$ cat src/rtl/pc_branch_unit.sv
// Program counter with PC-relative branch, absolute jump, call/return via a LIFO return stack, and stall.
// One-cycle latency from sampled control to pc; stall freezes pc, stack and error flags. Optional stats: PC_BRANCH_STATS_EN.
module pc_branch_unit #(
    parameter int            AW       = 8,
    parameter int            DEPTH    = 4,
    parameter logic [AW-1:0] RESET_PC = '0
) (
    input  logic          clk,
    input  logic          rst_n,
    input  logic          stall,
    input  logic          branch_en,
    input  logic          branch_taken,
    input  logic [AW-1:0] offset,
    input  logic          jump_en,
    input  logic          call_en,
    input  logic          ret_en,
    input  logic [AW-1:0] jump_addr,
    output logic [AW-1:0] pc,
    output logic          pc_valid,
    output logic          stack_full,
    output logic          stack_empty,
    output logic          err_ovf,
    output logic          err_unf
`ifdef PC_BRANCH_STATS_EN
    ,
    output logic [7:0]    taken_cnt
`endif
);

    localparam int PW = (DEPTH > 1) ? $clog2(DEPTH) : 1;
    localparam int CW = PW + 1;
    localparam logic [CW-1:0] FULL_CNT = CW'(DEPTH);

    typedef enum logic {IDLE, RUN} state_t;

    state_t        state_q, state_d;
    logic [AW-1:0] pc_q, pc_d;
    logic [CW-1:0] cnt_q, cnt_d;
    logic          ovf_q, ovf_d;
    logic          unf_q, unf_d;
    logic [AW-1:0] stack_q [DEPTH];
    logic [AW-1:0] stack_d [DEPTH];

    logic [AW-1:0] pc_inc;
    logic [PW-1:0] top_idx;
    logic          active;

    always_ff @(posedge clk or negedge rst_n) begin
        if (!rst_n) state_q <= IDLE;
        else        state_q <= state_d;
    end

    always_comb begin
        state_d = state_q;
        if (state_q == IDLE) state_d = RUN;
    end

    always_comb begin
        pc_valid = (state_q == RUN);
    end

    assign stack_empty = (cnt_q == '0);
    assign stack_full  = (cnt_q == FULL_CNT);
    assign pc_inc      = pc_q + AW'(1);
    // When full the low pointer bits wrap to 0, so subtracting one still lands on the top slot.
    assign top_idx     = cnt_q[PW-1:0] - PW'(1);
    assign active      = (state_q == RUN) && !stall;

    always_comb begin
        pc_d    = pc_q;
        cnt_d   = cnt_q;
        ovf_d   = ovf_q;
        unf_d   = unf_q;
        stack_d = stack_q;
        if (active) begin
            if (ret_en) begin
                if (!stack_empty) begin
                    pc_d  = stack_q[top_idx];
                    cnt_d = cnt_q - CW'(1);
                end else begin
                    pc_d  = pc_inc;
                    unf_d = 1'b1;
                end
            end else if (call_en) begin
                if (!stack_full) begin
                    stack_d[cnt_q[PW-1:0]] = pc_inc;
                    cnt_d = cnt_q + CW'(1);
                    pc_d  = jump_addr;
                end else begin
                    pc_d  = pc_inc;
                    ovf_d = 1'b1;
                end
            end else if (jump_en) begin
                pc_d = jump_addr;
            end else if (branch_en && branch_taken) begin
                pc_d = pc_inc + offset;
            end else begin
                pc_d = pc_inc;
            end
        end
    end

    always_ff @(posedge clk or negedge rst_n) begin
        if (!rst_n) begin
            pc_q  <= RESET_PC;
            cnt_q <= '0;
            ovf_q <= 1'b0;
            unf_q <= 1'b0;
        end else begin
            pc_q  <= pc_d;
            cnt_q <= cnt_d;
            ovf_q <= ovf_d;
            unf_q <= unf_d;
        end
    end

    // Entry contents are meaningless while the count excludes them, so no reset.
    always_ff @(posedge clk) begin
        stack_q <= stack_d;
    end

    assign pc      = pc_q;
    assign err_ovf = ovf_q;
    assign err_unf = unf_q;

`ifdef PC_BRANCH_STATS_EN
    logic       redirect;
    logic [7:0] taken_cnt_q, taken_cnt_d;

    always_comb begin
        redirect = 1'b0;
        if (active) begin
            if (ret_en)                      redirect = !stack_empty;
            else if (call_en)                redirect = !stack_full;
            else if (jump_en)                redirect = 1'b1;
            else if (branch_en && branch_taken) redirect = 1'b1;
        end
    end

    always_comb begin
        taken_cnt_d = taken_cnt_q;
        if (redirect && (taken_cnt_q != 8'hFF)) taken_cnt_d = taken_cnt_q + 8'd1;
    end

    always_ff @(posedge clk or negedge rst_n) begin
        if (!rst_n) taken_cnt_q <= 8'd0;
        else        taken_cnt_q <= taken_cnt_d;
    end

    assign taken_cnt = taken_cnt_q;
`endif

endmodule

$ cat config.mk
export PLATFORM = sky130hd
export DESIGN_NAME = pc_branch_unit
export DESIGN_NICKNAME = d
export VERILOG_FILES = /design/src/rtl/pc_branch_unit.sv
export SDC_FILE = /design/constraint.sdc
export NUM_CORES = 1
export LEC_CHECK = 0
export CELL_PAD_IN_SITES_DETAIL_PLACEMENT = 1
export CELL_PAD_IN_SITES_GLOBAL_PLACEMENT = 2
export CORE_MARGIN = 3
export CORE_UTILIZATION = 48
export CTS_BUF_LIST = sky130_fd_sc_hd__clkbuf_4 sky130_fd_sc_hd__clkbuf_8
export DETAILED_ROUTE_END_ITERATION = 7
export DONT_BUFFER_PORTS = 1
export PLACE_DENSITY_LB_ADDON = 0.05
export SLEW_MARGIN = 5
export SYNTH_ARGS = -nofsm -noshare
export SYNTH_HDL_FRONTEND = slang
export SYNTH_SLANG_ARGS = --single-unit
$ cat constraint.sdc
create_clock -name clk -period 4.4 [get_ports clk]
set_clock_uncertainty 0.1 [all_clocks]
set_input_delay 1.1 -clock clk [delete_from_list [all_inputs] [get_ports clk]]
set_output_delay 1.1 -clock clk [all_outputs]
set_load 0.02 [all_outputs]
==> results of run 1 <==
cells in the mapped netlist, types with 2 or more instances:
cell and count:
edfxtp_1 32, nor2_1 17, dfrtp_1 14, ha_1 13
nand2_1 12, a21oi_1 9, inv_1 8, mux4_2 8
a31oi_1 7, o21ai_0 7, nand3_1 6, xnor2_1 6
a211oi_1 5, a221oi_1 5, nor3_1 5, and2_1 4
o21ai_1 4, xor2_1 4, a211oi_2 3, a21o_1 3
and3_1 3, mux2i_1 3, nand2b_1 3, a32oi_1 2
and3_2 2, buf_4 2, clkbuf_1 2, fa_1 2
o21bai_1 2, or3_1 2
power groups by stage:
stage	registers (mW)	clock network (mW)	logic (mW)
floorplan	0.689	0	0.651
global placement	0.731	0	0.795
detailed placement	0.736	0	0.818
CTS	0.726	0.329	0.825
global route	0.742	0.347	0.923
finish	0.724	0.321	0.824
worst max-delay path, stage by stage (launching register included):
cell and delay, ps:
dfrtp_1 590, ha_1 280, xor2_1 530, ha_1 410, a211oi_1 310, nor2_1 90, nor3_1 340, o311ai_0 210
a31oi_1 210
sequential cells by signal, summed over array words and instances (netlist names):
signal	flops
err_unf	1
pc_valid	1
cnt_q	3
stack_q	32
err_ovf	1
pc	8
per-stage QoR:
step	util, %	setup slack [ps]
final	54.0	1230
after global placement	51.8	1280
after detailed placement	51.8	1280
after CTS	54.0	1220
after global routing	54.0	885
after floorplan	-	1550
area by class of cell:
type	instances	area [um2]	area share, %
Clock buffer	5	68.8	2.43
Clock inverter	3	43.8	1.55
Inverter	8	30.0	1.06
Multi-Input combinational cell	160	1270	45.0
Sequential cell	46	1310	46.4
Tap cell	70	87.6	3.10
Timing Repair Buffer	2	15.0	0.531
how the worst max path moves through the flow:
stage | depth (start not counted) | slack (ps) | endpoint | from
2_1_floorplan | 7 | 1550 | pc[4] | offset[0]
3_3_place_gp | 7 | 1280 | pc[4] | offset[0]
3_5_place_dp | 7 | 1280 | pc[4] | offset[0]
4_1_cts | 4 | 1220 | stack_empty | cnt_q[0]
5_1_grt | 8 | 880 | pc[4] | pc[0]
6_report | 8 | 1230 | pc[4] | pc[0]
metal layers:
| layer | global-route usage (%) | vias to the layer above | wire length, um |
|---|---|---|---|
| met2 | 38.2 | 64 | 3460 |
| met4 | 8.95 | 0 | 99 |
| met5 | 0 | - | 0 |
| met1 | 31.1 | 958 | 2980 |
| li1 | - | 856 | - |
| met3 | 5.61 | 6 | 455 |
cell families after synthesis:
logic type | Yosys count | share of synthesized area [%]
compound gates | 60 | 16.6
fa+ha+maj | 15 | 7.59
xor+xnor | 10 | 3.28
mux | 11 | 7.87
simple gates | 63 | 12.1
flops | 46 | 49.1
buf+inv | 16 | 3.33
other cells | 1 | 0.140
==> out/metrics.yaml, run 1 <==
finish:
  fin_cells: 294
  area_growth_syn_to_layout_pct: 5.85
  drive_above_1_share_pct: 13.4
  num-fill-cells: 562
  final_cell_mix: "edfxtp_1 (32), nor2_1 (17), dfrtp_1 (14)"
  fin_area_um2: 2830
  diodes: 0
  final_nets: 262
  final_common_cell: "edfxtp_1"
logic_synthesis:
  yosysTopAreaCell: "edfxtp_1"
  synth_area_um2: 2670
  synthFlopType: "edfxtp_1"
  syn_nets: 261
  synth_edf_count: 32
  synth_cells: 222
  yosysUniqueCellTypes: 57
  synth_top_area_share_pct: 36.0
  ys_seq_area_share_pct: 49.1
  synth-seq-cells: 46
  synthTopCellsByArea: "edfxtp_1 (36%), dfrtp_1 (13%), mux4_2 (6.7%)"
  synth_area_per_cell_um2: 12.0
  ys_warn_count: 0
  synthArstFlopShare_pct: 30.4
routing:
  wl_um: 7000
  drc_errors: 0
  viasPerCell: 6.41
  dr.pass1.iters: 4
  vias: 1884
  postRouteAntennaNets: 0
  drtIter0Drc: 143
  wl_per_cell_um: 23.8
timing:
  setup_viol: 0
  drv_slew: 0
  finalHoldViolCount: 0
  fmax_ghz: 0.315
  maxSlewHeadroom_pct: 52.5
  hold_ws_ps: 383
  setup_tns_ps: 0
  rsz0062_at_grt: "no"
  fin_crit_sh_pct: 72.1
  tightest_slew_ps: 707
  fin_crit_ps: 3170
clocking:
  cts_buffer_depth: 2
  cts_tree: "done"
  postCtsSetupBuffers: 0
  numCtsBuffers: 5
  cts_max_level: 2
  cts-resized-gates: 0
  cts_hold_buf: 0
  clk_latency_ps: 300
  cts_sinks: 46
  clock-root-buffer: "clkbuf_8"
  clk_pin_slew_ps: 90
critical_path:
  reg2reg_depth: 8
  critPathCaptureType: "flop"
  path_class: "flop to flop"
  r2r_start: "pc[0]"
  reg2reg_slack_ps: 1230
  critPathMaxFanout: 7
  rr_endpoint: "pc[4]"
  critPathArrivalTime_ps: 3300
  start_kind: "flop"
  critPathRequiredTime_ps: 4520
power:
  power_density_nw_per_um2: 661
  p_leak_nw: 1.05
  p_sw_mw: 0.777
  pwr-share-clk_pct: 17.2
  ir_drop_uv: 305
  p_int_mw: 1.09
  p_seq_share_pct: 38.7
  combPwrFrac_pct: 44.1
  swShare_pct: 41.6
  fin_total_pwr_mw: 1.87
grt:
  grt_pass1_vias: 2035
  grt_max_degree: 16
  antenna_found_initial: 0
  overflow: 0
  grt_pass1_wl_um: 11100
  track_usage_pct: 23.7
die:
  die-area_um2: 6500
  dieHeight_um: 80.6
  core_um2: 5240
  rows: 26
  pin_count: 37
  start_util_pct: 51.0
  chipWidth_um: 80.6
placed_design:
  place_hpwl_um: 5260
  dp.cells: 286
  dpl-instance-area_um2: 2720
  globalplace.congestion: 0.839
  io_buffers: 0
run:
  max_cap_violations: 0
min_path:
  hold_class: "input port to asynchronous set/reset pin"
run_status:
  status: "complete, no violations"
Power figures use the tool's default switching activity.
==> run 2: changes to the inputs <==
- CORE_UTILIZATION: 48 -> 44
- clock period: 4.4 -> 3.27 ns (I/O delays scaled with it)
==> out/metrics.yaml, run 2 (synthesized netlist as in run 1, its figures left out) <==
run_status:
  status: "complete, no violations"  # unchanged
power:
  ir_drop_uv: 528  # was 305 uV
  p_leak_nw: 1.08  # was 1.05 nW
  power_density_nw_per_um2: 887  # was 661 nW/um2
critical_path:
  critPathRequiredTime_ps: 3340  # was 4520 ps
  path_class: "flop to flop"  # unchanged
  rr_endpoint: "pc[7]"  # was pc[4]
  critPathCaptureType: "flop"  # unchanged
  reg2reg_depth: 10  # was 8
  r2r_start: "pc[0]"  # unchanged
  critPathMaxFanout: 7  # unchanged
  start_kind: "flop"  # unchanged
  critPathArrivalTime_ps: 3130  # was 3300 ps
  reg2reg_slack_ps: 200  # was 1230 ps
finish:
  largest_register_ffs: 32  # unchanged
  fin_area_um2: 2880  # was 2830 um2
  num-fill-cells: 608  # was 562
  regMostFlops: "stack_q"  # unchanged
  area_growth_syn_to_layout_pct: 7.63  # was 5.85%
  final_common_cell: "edfxtp_1"  # unchanged
  final_cell_mix: "edfxtp_1 (32), nor2_1 (17), dfrtp_1 (14)"  # unchanged
  final_nets: 271  # was 262
  diodes: 0  # unchanged
  drive_above_1_share_pct: 16.7  # was 13.4%
placed_design:
  dpl-instance-area_um2: 2790  # was 2720 um2
  place_hpwl_um: 5540  # was 5260 um
  globalplace.congestion: 0.921  # was 0.839
  io_buffers: 0  # unchanged
timing:
  fin_crit_sh_pct: 93.8  # was 72.1%
  fmax_ghz: 0.326  # was 0.315 GHz
  finalHoldViolCount: 0  # unchanged
  drv_slew: 0  # unchanged
  setup_viol: 0  # unchanged
  setup_tns_ps: 0  # unchanged
  tightest_slew_ps: 669  # was 707 ps
  rsz0062_at_grt: "no"  # unchanged
  fin_crit_ps: 3070  # was 3170 ps
  maxSlewHeadroom_pct: 55.2  # was 52.5%
grt:
  track_usage_pct: 21.3  # was 23.7%
  grt_pass1_wl_um: 11600  # was 11100 um
  overflow: 0  # unchanged
  antenna_found_initial: 0  # unchanged
  grt_pass1_vias: 2122  # was 2035
  grt_max_degree: 15  # was 16
routing:
  postRouteAntennaNets: 0  # unchanged
  vias: 1905  # was 1884
  wl_met2_um: 3570  # was 3460 um
  wl_per_cell_um: 23.7  # was 23.8 um
  wl_um: 7230  # was 7000 um
  wl_met1_um: 3160  # was 2980 um
  drc_errors: 0  # unchanged
  dr.pass1.iters: 4  # unchanged
  top_layer_used: "met4"  # unchanged
  drtIter0Drc: 172  # was 143
  viasPerCell: 6.25  # was 6.41
  wl_met3_um: 422  # was 455 um
die:
  dieHeight_um: 83.9  # was 80.6 um
  chipWidth_um: 83.9  # was 80.6 um
  pin_count: 37  # unchanged
  die-area_um2: 7040  # was 6500 um2
  rows: 27  # was 26
  start_util_pct: 47.1  # was 51.0%
  core_um2: 5680  # was 5240 um2
clocking:
  clk_latency_ps: 300  # about the same
  cts_max_level: 2  # unchanged
  cts_sinks: 46  # unchanged
  cts_tree: "done"  # unchanged
  cts_hold_buf: 0  # unchanged
  cts-resized-gates: 0  # unchanged
  postCtsSetupBuffers: 0  # unchanged
  clk_pin_slew_ps: 90  # about the same
  clock-root-buffer: "clkbuf_8"  # unchanged
  cts_buffer_depth: 2  # unchanged
  numCtsBuffers: 5  # unchanged
run:
  max_cap_violations: 0  # unchanged
min_path:
  hold_class: "input port to asynchronous set/reset pin"  # unchanged
-- run 2: metal layers --
metal	up-vias	GRT usage, %
met5	-	0
met4	0	4.53
met3	8	6.42
li1	873	-
met2	54	36.5
met1	970	26.6
-- run 2: power breakdown --
group / leakage (nW) / switching (mW) / internal, mW
combinational: 0.589 / 0.730 / 0.543
clock: 0.0486 / 0.204 / 0.160
sequential: 0.447 / 0.136 / 0.778
total: 1.08 / 1.07 / 1.48
-- run 2: critical path, cell delays in order (launching register included) --
cell and delay, ps:
dfrtp_1 610, ha_1 310, nand3_1 120, xor2_1 200
inv_1 170, ha_1 360, nor3_1 200, nor2_1 120
a2111oi_0 450, a211o_1 200, a31oi_1 90
-- run 2: through the flow --
step                hold WS, ps  setup slack (ps)  util, %  power [mW]  std cells
floorplan                   419               693        -        1.80        222
global placement            422               381     49.1        2.14        297
detailed placement          422               310     49.1        2.18        297
CTS                        93.4               247     50.7        2.55        305
global route               80.2              53.7     50.7        2.71        305
finish                     99.1               204     50.7        2.55        305
-- run 2: worst max path at each step --
stage	endpoint	startpoint	slack, ps	cells past startpoint
after floorplan	pc[7]	pc[0]	690	10
after global placement	pc[7]	pc[0]	380	10
after detailed placement	pc[7]	pc[0]	310	10
after CTS	pc[7]	pc[0]	250	10
after global routing	pc[7]	pc[0]	50	10
final	pc[7]	pc[0]	200	10
-- run 2: area by class of cell --
class / instances / area [um2] / area share [%]
Sequential cell: 46 / 1310 / 45.6
Multi-Input combinational cell: 160 / 1270 / 44.2
Tap cell: 72 / 90.1 / 3.13
Timing Repair Buffer: 11 / 82.6 / 2.87
Clock buffer: 6 / 76.3 / 2.65
Inverter: 8 / 30.0 / 1.04
Clock inverter: 2 / 13.8 / 0.479
